===== src/rtl/mem_access_unit_if.sv =====
// Pipeline/DataMemory signal bundle for mem_access_unit.
// slave = the access unit; master = pipeline plus memory side.
interface mem_access_unit_if;
  logic        req;
  logic        is_store;
  logic [2:0]  op;
  logic [31:0] addr;
  logic [31:0] wdata;
  logic        busy;
  logic        done;
  logic [31:0] rdata;
  logic        misaligned;
  logic        memRead;
  logic        memWrite;
  logic [31:0] Address;
  logic [31:0] write_data;
  logic [31:0] read_data;

  modport slave (
    input  req, is_store, op, addr, wdata, read_data,
    output busy, done, rdata, misaligned, memRead, memWrite, Address, write_data
  );

  modport master (
    output req, is_store, op, addr, wdata, read_data,
    input  busy, done, rdata, misaligned, memRead, memWrite, Address, write_data
  );
endinterface


===== src/rtl/mem_access_unit.sv =====
// Load/store initiator for a word-addressed, big-endian data memory (byte/half/word, RMW sub-word stores).
// Define MEM_ALIGN_CHECK_EN to reject misaligned halfword/word accesses and flag them on misaligned.
module mem_access_unit #(
  parameter int MEM_DEPTH   = 21,
  parameter int WAIT_CYCLES = 1
) (
  input logic              clk,
  input logic              rst_n,
  mem_access_unit_if.slave bus
);

  // state | meaning
  // IDLE  | waiting for req
  // RD    | memRead held WAIT_CYCLES cycles, read_data sampled on the last edge
  // WR    | single memWrite cycle
  // DONE  | done pulse, then back to IDLE
  localparam logic [1:0] ST_IDLE = 2'd0;
  localparam logic [1:0] ST_RD   = 2'd1;
  localparam logic [1:0] ST_WR   = 2'd2;
  localparam logic [1:0] ST_DONE = 2'd3;

  logic [1:0]  state_q, state_d;
  logic [3:0]  wait_q, wait_d;
  logic        store_q, store_d;
  logic [2:0]  op_q, op_d;
  logic [1:0]  lane_q, lane_d;
  logic [15:0] wsub_q, wsub_d;
  logic [31:0] index_q, index_d;
  logic [31:0] rdata_q, rdata_d;
  logic [31:0] wrd_q, wrd_d;
  logic        mis_q, mis_d;

  logic req_sub, req_oor, req_mis;

  function automatic logic is_sub(input logic [2:0] o);
    return (o == 3'd0) || (o == 3'd1) || (o == 3'd4) || (o == 3'd5);
  endfunction

  // Lane extraction and extension; op[0] selects half, op[2] selects zero-extension.
  function automatic logic [31:0] load_word(input logic [2:0] o, input logic [1:0] lane,
                                            input logic [31:0] w);
    logic [7:0]  b;
    logic [15:0] h;
    logic [31:0] r;
    b = w[31:24];
    case (lane)
      2'd1:    b = w[23:16];
      2'd2:    b = w[15:8];
      2'd3:    b = w[7:0];
      default: b = w[31:24];
    endcase
    h = lane[1] ? w[15:0] : w[31:16];
    r = w;
    if (is_sub(o)) begin
      if (o[0]) r = {{16{h[15] & ~o[2]}}, h};
      else      r = {{24{b[7] & ~o[2]}}, b};
    end
    return r;
  endfunction

  function automatic logic [31:0] merge_word(input logic [2:0] o, input logic [1:0] lane,
                                             input logic [31:0] w, input logic [15:0] d);
    logic [31:0] r;
    r = w;
    if (o[0]) begin
      if (lane[1]) r[15:0]  = d;
      else         r[31:16] = d;
    end else begin
      case (lane)
        2'd1:    r[23:16] = d[7:0];
        2'd2:    r[15:8]  = d[7:0];
        2'd3:    r[7:0]   = d[7:0];
        default: r[31:24] = d[7:0];
      endcase
    end
    return r;
  endfunction

  assign req_sub = is_sub(bus.op);
  assign req_oor = {2'b00, bus.addr[31:2]} >= 32'(MEM_DEPTH);

`ifdef MEM_ALIGN_CHECK_EN
  assign req_mis = req_sub ? (bus.op[0] & bus.addr[0]) : (bus.addr[1:0] != 2'b00);
`else
  assign req_mis = 1'b0;
`endif

  always_comb begin
    state_d = state_q;
    wait_d  = wait_q;
    store_d = store_q;
    op_d    = op_q;
    lane_d  = lane_q;
    wsub_d  = wsub_q;
    index_d = index_q;
    rdata_d = rdata_q;
    wrd_d   = wrd_q;
    mis_d   = mis_q;
    case (state_q)
      ST_IDLE: begin
        if (bus.req) begin
          store_d = bus.is_store;
          op_d    = bus.op;
          lane_d  = bus.addr[1:0];
          wsub_d  = bus.wdata[15:0];
          index_d = {2'b00, bus.addr[31:2]};
          // Out-of-range and misaligned accesses finish without touching memory.
          if (req_oor || req_mis) begin
            state_d = ST_DONE;
            mis_d   = req_mis;
            if (!bus.is_store && req_oor) rdata_d = 32'h0;
          end else if (bus.is_store && !req_sub) begin
            state_d = ST_WR;
            wrd_d   = bus.wdata;
          end else begin
            state_d = ST_RD;
            wait_d  = 4'(WAIT_CYCLES - 1);
          end
        end
      end
      ST_RD: begin
        if (wait_q == 4'd0) begin
          if (store_q) begin
            wrd_d   = merge_word(op_q, lane_q, bus.read_data, wsub_q);
            state_d = ST_WR;
          end else begin
            rdata_d = load_word(op_q, lane_q, bus.read_data);
            state_d = ST_DONE;
          end
        end else begin
          wait_d = wait_q - 4'd1;
        end
      end
      ST_WR:   state_d = ST_DONE;
      default: begin
        state_d = ST_IDLE;
        mis_d   = 1'b0;
      end
    endcase
  end

  always_ff @(posedge clk or negedge rst_n) begin
    if (!rst_n) begin
      state_q <= ST_IDLE;
      wait_q  <= 4'd0;
      store_q <= 1'b0;
      op_q    <= 3'd0;
      lane_q  <= 2'd0;
      wsub_q  <= 16'h0;
      index_q <= 32'h0;
      rdata_q <= 32'h0;
      wrd_q   <= 32'h0;
      mis_q   <= 1'b0;
    end else begin
      state_q <= state_d;
      wait_q  <= wait_d;
      store_q <= store_d;
      op_q    <= op_d;
      lane_q  <= lane_d;
      wsub_q  <= wsub_d;
      index_q <= index_d;
      rdata_q <= rdata_d;
      wrd_q   <= wrd_d;
      mis_q   <= mis_d;
    end
  end

  assign bus.busy       = (state_q != ST_IDLE);
  assign bus.done       = (state_q == ST_DONE);
  assign bus.memRead    = (state_q == ST_RD);
  assign bus.memWrite   = (state_q == ST_WR);
  assign bus.Address    = index_q;
  assign bus.write_data = wrd_q;
  assign bus.rdata      = rdata_q;
  assign bus.misaligned = mis_q;

endmodule

===== src/flat_wrapper.sv =====
// flat-port wrapper written by rule: the top's interface ports become plain ports
module mem_access_unit_flat 
#(
  parameter int MEM_DEPTH   = 21,
  parameter int WAIT_CYCLES = 1
)
  (clk, rst_n, bus_req, bus_is_store, bus_op, bus_addr, bus_wdata, bus_read_data, bus_busy, bus_done, bus_rdata, bus_misaligned, bus_memRead, bus_memWrite, bus_Address, bus_write_data);
  mem_access_unit_if bus_i ();
  input logic clk;
  input logic rst_n;
  input wire logic [$bits(bus_i.req)-1:0] bus_req;
  input wire logic [$bits(bus_i.is_store)-1:0] bus_is_store;
  input wire logic [$bits(bus_i.op)-1:0] bus_op;
  input wire logic [$bits(bus_i.addr)-1:0] bus_addr;
  input wire logic [$bits(bus_i.wdata)-1:0] bus_wdata;
  input wire logic [$bits(bus_i.read_data)-1:0] bus_read_data;
  output wire logic [$bits(bus_i.busy)-1:0] bus_busy;
  output wire logic [$bits(bus_i.done)-1:0] bus_done;
  output wire logic [$bits(bus_i.rdata)-1:0] bus_rdata;
  output wire logic [$bits(bus_i.misaligned)-1:0] bus_misaligned;
  output wire logic [$bits(bus_i.memRead)-1:0] bus_memRead;
  output wire logic [$bits(bus_i.memWrite)-1:0] bus_memWrite;
  output wire logic [$bits(bus_i.Address)-1:0] bus_Address;
  output wire logic [$bits(bus_i.write_data)-1:0] bus_write_data;
  assign bus_i.req = bus_req;
  assign bus_i.is_store = bus_is_store;
  assign bus_i.op = bus_op;
  assign bus_i.addr = bus_addr;
  assign bus_i.wdata = bus_wdata;
  assign bus_i.read_data = bus_read_data;
  assign bus_busy = bus_i.busy;
  assign bus_done = bus_i.done;
  assign bus_rdata = bus_i.rdata;
  assign bus_misaligned = bus_i.misaligned;
  assign bus_memRead = bus_i.memRead;
  assign bus_memWrite = bus_i.memWrite;
  assign bus_Address = bus_i.Address;
  assign bus_write_data = bus_i.write_data;
  mem_access_unit #(.MEM_DEPTH(MEM_DEPTH), .WAIT_CYCLES(WAIT_CYCLES)) u_core (.clk(clk), .rst_n(rst_n), .bus(bus_i));
endmodule

===== config.mk =====
export PLATFORM = sky130hd
export DESIGN_NAME = mem_access_unit_flat
export DESIGN_NICKNAME = d
export VERILOG_FILES = /design/src/rtl/mem_access_unit_if.sv /design/src/rtl/mem_access_unit.sv /design/src/flat_wrapper.sv
export SDC_FILE = /design/constraint.sdc
export NUM_CORES = 1
export LEC_CHECK = 0
export BUFFER_PORTS_ARGS = -buffer_cell sky130_fd_sc_hd__buf_2
export CORE_MARGIN = 4
export CORE_UTILIZATION = 55
export DETAILED_ROUTE_END_ITERATION = 10
export PLACE_DENSITY_LB_ADDON = 0.08
export RECOVER_POWER = 25
export SETUP_SLACK_MARGIN = 0.3
export SLEW_MARGIN = 10
export SYNTH_ARGS = -nofsm -noshare
export SYNTH_HDL_FRONTEND = slang
export SYNTH_SLANG_ARGS = --single-unit
export TNS_END_PERCENT = 100

===== constraint.sdc =====
create_clock -name clk -period 3.44 [get_ports clk]
set_input_delay 0.516 -clock clk [delete_from_list [all_inputs] [get_ports clk]]
set_output_delay 0.516 -clock clk [all_outputs]
set_load 0.005 [all_outputs]

==> results of run 1 <==
worst paths after layout:
kind | end | slack (ns) | cells after the start
max in group asynchronous | u_core.bus.Address[20] | 1.93 | 2
worst max register to register | u_core.bus.rdata[16] | 0.86 | 7
worst min-delay path | u_core.lane_q[0] | 0.33 | 2
min in group asynchronous | u_core.bus.rdata[21] | 0.48 | 1
worst max-delay path | u_core.bus.rdata[16] | 0.86 | 7
worst min register to register | u_core.bus.rdata[26] | 0.48 | 1
cell type report:
class	count	area, µm²	share of cell area [%]
inverter	19	71.32	0.8951
multi-input combinational	377	2972	37.30
sequential	122	3053	38.32
clock buffer	22	474.2	5.952
timing repair buffer	209	1081	13.57
tap	140	175.2	2.198
clock inverter	10	141.4	1.775
cells in the mapped netlist, types with 10 or more instances:
cell / count / share of area (%)
a21oi_1: 52 / 4.1
mux2_4: 30 / 7.1
inv_1: 17 / 1.0
a2bb2oi_1: 14 / 1.9
mux2_2: 53 / 9.4
clkbuf_1: 25 / 1.5
nor3_1: 10 / 0.79
dfrtp_1: 122 / 48
o21ai_0: 26 / 2.1
o2bb2ai_1: 25 / 3.5
mux2i_1: 23 / 3.6
nor2_1: 47 / 2.8
nand2_1: 15 / 0.89
per-layer routing:
metal  global-route usage [%]  vias up  wire [µm]
li1                         -     2449          -
met1                    34.92     2622       7230
met2                    44.48      261       8713
met3                    8.474       59       1592
met5                        0        -          7
met4                    12.36        2        625
sequential cells by signal (all words and copies together) (netlist names):
register               cells
u_core.bus.write_data     32
u_core.store_q             1
u_core.bus.Address        30
u_core.state_q             2
u_core.wsub_q             16
u_core.bus.rdata          32
u_core.op_q                3
u_core.wait_q              4
u_core.lane_q              2
where the power goes:
part,switching [mW],internal (mW)
combinational,1.83,1.97
sequential,0.606,2.17
clock,0.651,1.20
total,3.09,5.33
cells by family (layout without fill, tap and decap cells):
family	Yosys count	in the layout	share of synthesized area (%)
compound gates	161	161	17.37
fa+ha+maj	6	6	1.187
buf+inv	61	260	4.887
flops	122	122	48.28
mux	108	108	20.91
other cells	1	3	0.05930
simple gates	99	99	7.301
cells in the final DEF (no fill, tap or decap), drive strengths merged, types with 3 or more instances in the layout:
cell type and count:
buf 208, dfrtp 122, mux2 83, a21oi 52, nor2 47, o21ai 28
o2bb2ai 25, mux2i 23, clkbuf 23, inv 17, nand2 16, a2bb2oi 14
nor3 10, a22oi 8, o221ai 8, a32oi 7, nor4 6, ha 6
nand3 5, clkinvlp 5, clkinv 4, nand2b 3, a221oi 3, conb 3
bufinv 3, nor3b 3
worst register-to-register path, delay by kind of cell (launching register included):
family	cells	cell delay, ns
buf+inv	1	0.11
compound gates	2	0.75
flops	1	0.41
simple gates	3	1.06
fa+ha+maj	1	0.14
==> impl_metrics.ini, run 1 <==
[sta]
fin_crit_ns = 2.581
whs_ns = 0.3315
drv_slew = 60
finClkSkew_ns = 0.006902
max_freq_mhz = 387.4
setup-tns-final_ns = 0
fin_ws_ns = 0.8586
fin_crit_sh_pct = 75.04
rsz0062_at_grt = false
slew_headroom_pct = -6.820
tightestPinTransition_ns = 1.602
setup_viol = 0
hold_viol_final = 0

[synth]
yosysSeqAreaShare_pct = 48.28
synth-async-reset-ratio_pct = 100.0
syn_inst = 558
ys.flop_type = dfrtp_1
yosysUniqueCellTypes = 57
synth_edf_count = 0
synth_warnings = 0
synth.avg_cell_area_um2 = 11.33
syn_area_um2 = 6324
ys_ff_latch = 122

[worst_hold_path]
hp-class = input port to register
hold_start = bus_addr[0]

[route]
drt-initial-drc-count = 518
routedWlPerCell_um = 20.21
drt_first_pass_iters = 6
drt-vias-per-instance = 5.999
vias = 5393
drc_errors = 0
routed_wirelength_um = 18170
ant_nets = 0

[cts]
h-tree-depth = 4
numCtsBuffers = 17
clkLatencyLatePin_ns = 0.42
cts_resized = 0
postCtsSetupBuffers = 0
clk_path_buf_depth = 2
cts_root_buf = clkbuf_16
worst_setup_hold_path_clk_slew_ns = 0.06
cts_tree = yes
cts_hold_buf = 0
numClockSinks = 122

[floorplan]
initial_core_util_pct = 57.33
dieArea_um2 = 13280
dieWidth_um = 115.2
core_region_area_um2 = 11030
fp.dieH_um = 115.2
rows = 38
num_io_pins = 204

[run_status]
run_status = finished with violations
violations = max-capacitance violations, max-slew violations

[critical_path]
end_kind = register
worstPathRequired_ns = 3.76
crit_path_max_fanout = 17
critPathMaxStageDelay_ns = 0.58
path_delay_family = simple AND/OR/NAND/NOR gates
worstPathCellList = inv_1 -> ha_1 -> nor3b_1 -> nor2_1 -> a211oi_1 -> nand3_1 -> o2bb2ai_1
cp-start-kind = register
worstReg2RegStart = u_core.wait_q[0]
cp.buffers_inverters = 1
cp.arrival_ns = 2.90
worst-setup-path-type = register to register
crit_start = u_core.wait_q[0]
cpMaxStageDelayCell = nand3_1

[global_route]
grt.overflow.total = 0
grt_max_degree = 77
grt_first_pass_wirelength_um = 28380
antenna_found_initial = 1
grt_use_total_pct = 27.81
grt_pass1_vias = 5339

[layout]
antenna_cells = 0
nNetsFinal = 855
fin_area_um2 = 7968
final_layout_size_suffix_gt1_share_pct = 43.87
finalNonFillerCells = 899
finish.utilization_pct = 72.23
nFillCells = 825
area_growth_pct = 26.00

[place]
gp_congestion = 0.8650
portBuffers = 200
dp.cells = 867
hpwl_um = 13430
post-place-ws_ns = 0.5037
dpl_cell_area_um2 = 7355

[flow_run]
drv_cap = 1

[pwr]
cellLeakagePower_nw = 3.918
power.density_nw_per_um2 = 1056
power_mw = 8.414
irDropWorstVdd_uv = 690.5
Power figures use the tool's default switching activity.
==> run 2, diff against run 1 <==
- ABC_AREA: unset -> 1
- CORE_UTILIZATION: 55 -> 48
- clock period: 3.44 -> 2.3 ns (I/O delays scaled with it)
==> impl_metrics.ini, run 2 <==
[synth]
yosysUniqueCellTypes = 32
synth_edf_count = 0
yosysMostFrequentCell = nand2_1
synth_warnings = 0
ys_ff_latch = 122
synth_top_cell_by_area = dfrtp_1
synth.top_cell.area_share_pct = 43.65
yosysSeqAreaShare_pct = 43.65
netlist_top_cells_count = nand2_1 (339), dfrtp_1 (122), nand3_1 (112)
synth_area_leaders = dfrtp_1 (44%), nand2_1 (18%), nand3_1 (8.0%), o21ai_0 (6.7%), mux2_2 (3.4%)
ys.flop_type = dfrtp_1
synth.avg_cell_area_um2 = 7.339
syn_inst = 953
syn_area_um2 = 6994
synth-async-reset-ratio_pct = 100.0

[pwr]
cellLeakagePower_nw = 4.692
irDropWorstVdd_uv = 780.3
power.density_nw_per_um2 = 1477
power_mw = 12.91

[sta]
max_freq_mhz = 530.6
tightestPinTransition_ns = 0.6193
finClkSkew_ns = 0.006288
drv_slew = 0
setup-tns-final_ns = 0
slew_headroom_pct = 58.71
fin_crit_ns = 1.885
rsz0062_at_grt = true
setup_viol = 0
hold_viol_final = 0
fin_crit_sh_pct = 81.94

[worst_hold_path]
hold_start = bus_op[2]
whs_path_depth = 2
hp-class = input port to register
hold_path_end = u_core.op_q[2]

[layout]
fin_area_um2 = 8741
area_growth_pct = 24.97
nNetsFinal = 1240
layout_common_cells = nand2_1 (338), buf_2 (199), dfrtp_1 (122), nand3_1 (112), o21ai_0 (93)
final_layout_size_suffix_gt1_share_pct = 25.81
nFillCells = 1369
antenna_cells = 0
layout_commonest_cell = nand2_1
finish.utilization_pct = 62.01

[critical_path]
end_kind = register
worstPathCellList = inv_1 -> ha_4 -> buf_12 -> nand2_1 -> nand3_1 -> a21oi_2 -> nand2_2 -> buf_12 -> inv_2 -> nand2_1 -> nand2_1
r2r_setup_slack_ns = 0.42
r2r-end = u_core.bus.rdata[0]
worstPathRequired_ns = 2.61
crit_top_cell = nand2_1
cpMaxStageDelayCell = dfrtp_1
path_delay_family = buffers and inverters
cp.buffers_inverters = 4
cp-start-kind = register
crit_path_max_fanout = 49
rr_worst_depth = 11
worst-setup-path-type = register to register
critPathMaxStageDelay_ns = 0.40
cp.arrival_ns = 2.20
worstReg2RegStart = u_core.state_q[1]

[route]
drc_errors = 0
drt_first_pass_iters = 5
drt-initial-drc-count = 687
drt-vias-per-instance = 5.297
routed_wirelength_um = 21650
routedWlPerCell_um = 16.36
vias = 7008
ant_nets = 0

[cts]
postCtsSetupBuffers = 0
numCtsBuffers = 17
clkLatencyLatePin_ns = 0.42
h-tree-depth = 4
clk_path_buf_depth = 2
cts_root_buf = clkbuf_16
worst_setup_hold_path_clk_slew_ns = 0.05
numClockSinks = 122
cts_tree = yes

[global_route]
grt_max_degree = 80
antenna_found_initial = 0
grt_use_total_pct = 26.04
grt_pass1_vias = 6553
grt_first_pass_wirelength_um = 33760
grt.overflow.total = 0

[floorplan]
core_region_area_um2 = 14100
dieArea_um2 = 16570
initial_core_util_pct = 49.62
dieWidth_um = 128.7
fp.dieH_um = 128.7
rows = 43
num_io_pins = 204

[place]
gp_congestion = 0.9401
portBuffers = 200
hpwl_um = 15560
dpl_cell_area_um2 = 8043

[flow_run]
drv_cap = 0

[run_status]
run_status = finished, final reports clean
[run 2: changes by cell type in the layout (fill, tap and decap cells not counted), moves of 14 or more]
| cell | change |
|---|---|
| nand2_1 | +323 |
| nand3_1 | +107 |
| o21ai_0 | +67 |
| inv_1 | +38 |
| mux2_2 | -32 |
| mux2_4 | -30 |
| a21oi_1 | -25 |
| o2bb2ai_1 | -25 |
| mux2i_1 | -23 |
| a2bb2oi_1 | -14 |
[run 2: cell type report]
class,instances,area [µm²],share of cell area [%]
Multi-Input combinational cell,710,3390,38.78
Sequential cell,122,3053,34.93
Timing Repair Buffer,217,1205,13.78
Clock buffer,24,491.7,5.626
Inverter,63,239.0,2.734
Tap cell,180,225.2,2.577
Clock inverter,7,137.6,1.575
[run 2: cells by family (layout without fill, tap and decap cells)]
kind of cell	Yosys count	count (layout)	synth area share, %
AO/OA/AOI/OAI	160	160	12.20
adder cells (fa/ha/maj)	6	6	1.073
AND/OR/NAND/NOR	518	518	30.93
flip-flops	122	122	43.65
other	1	3	0.05362
multiplexers	21	21	3.381
XOR/XNOR	2	2	0.2505
buffers and inverters	123	311	8.462
[run 2: power breakdown]
group          internal [mW]  switching, mW  leakage (nW)
Sequential              3.18          0.735          1.54
Combinational           2.39           3.73          2.84
Clock                   1.92          0.962         0.306
[run 2: per-stage QoR]
stage	worst slack, ns	std cells	hold WS, ns
detailed placement	0.3481	1290	0.1900
global placement	0.3918	1290	0.1912
floorplan	0.5821	955	0.04941
CTS	0.3294	1322	0.1516
global route	0.2838	1323	0.1614
finish	0.4155	1323	0.1586
[run 2: timing repair]
item / 4_1_cts / 5_1_grt
hold buffers: 1 / 0
gates resized for setup: 0 / 9
endpoints found under the setup margin: 0 / 62
endpoints found under the hold margin: 9 / 0
[run 2: worst max path at each step]
stage	start	endpoint	slack, ns	depth (start not counted)
after floorplan	u_core.state_q[0]	u_core.bus.Address[15]	0.58	7
after global placement	u_core.state_q[1]	u_core.bus.rdata[5]	0.39	11
after detailed placement	u_core.state_q[1]	u_core.bus.rdata[2]	0.35	11
after CTS	u_core.state_q[1]	u_core.bus.rdata[2]	0.33	11
after global routing	u_core.state_q[1]	u_core.bus.rdata[0]	0.28	11
final	u_core.state_q[1]	u_core.bus.rdata[0]	0.42	11
[run 2: metal layers]
| layer | wire, µm | global-route usage, % |
|---|---|---|
| met3 | 2010 | 7.680 |
| met2 | 10030 | 40.82 |
| met4 | 547 | 9.265 |
| met5 | 0 | 0 |
| met1 | 9064 | 34.50 |
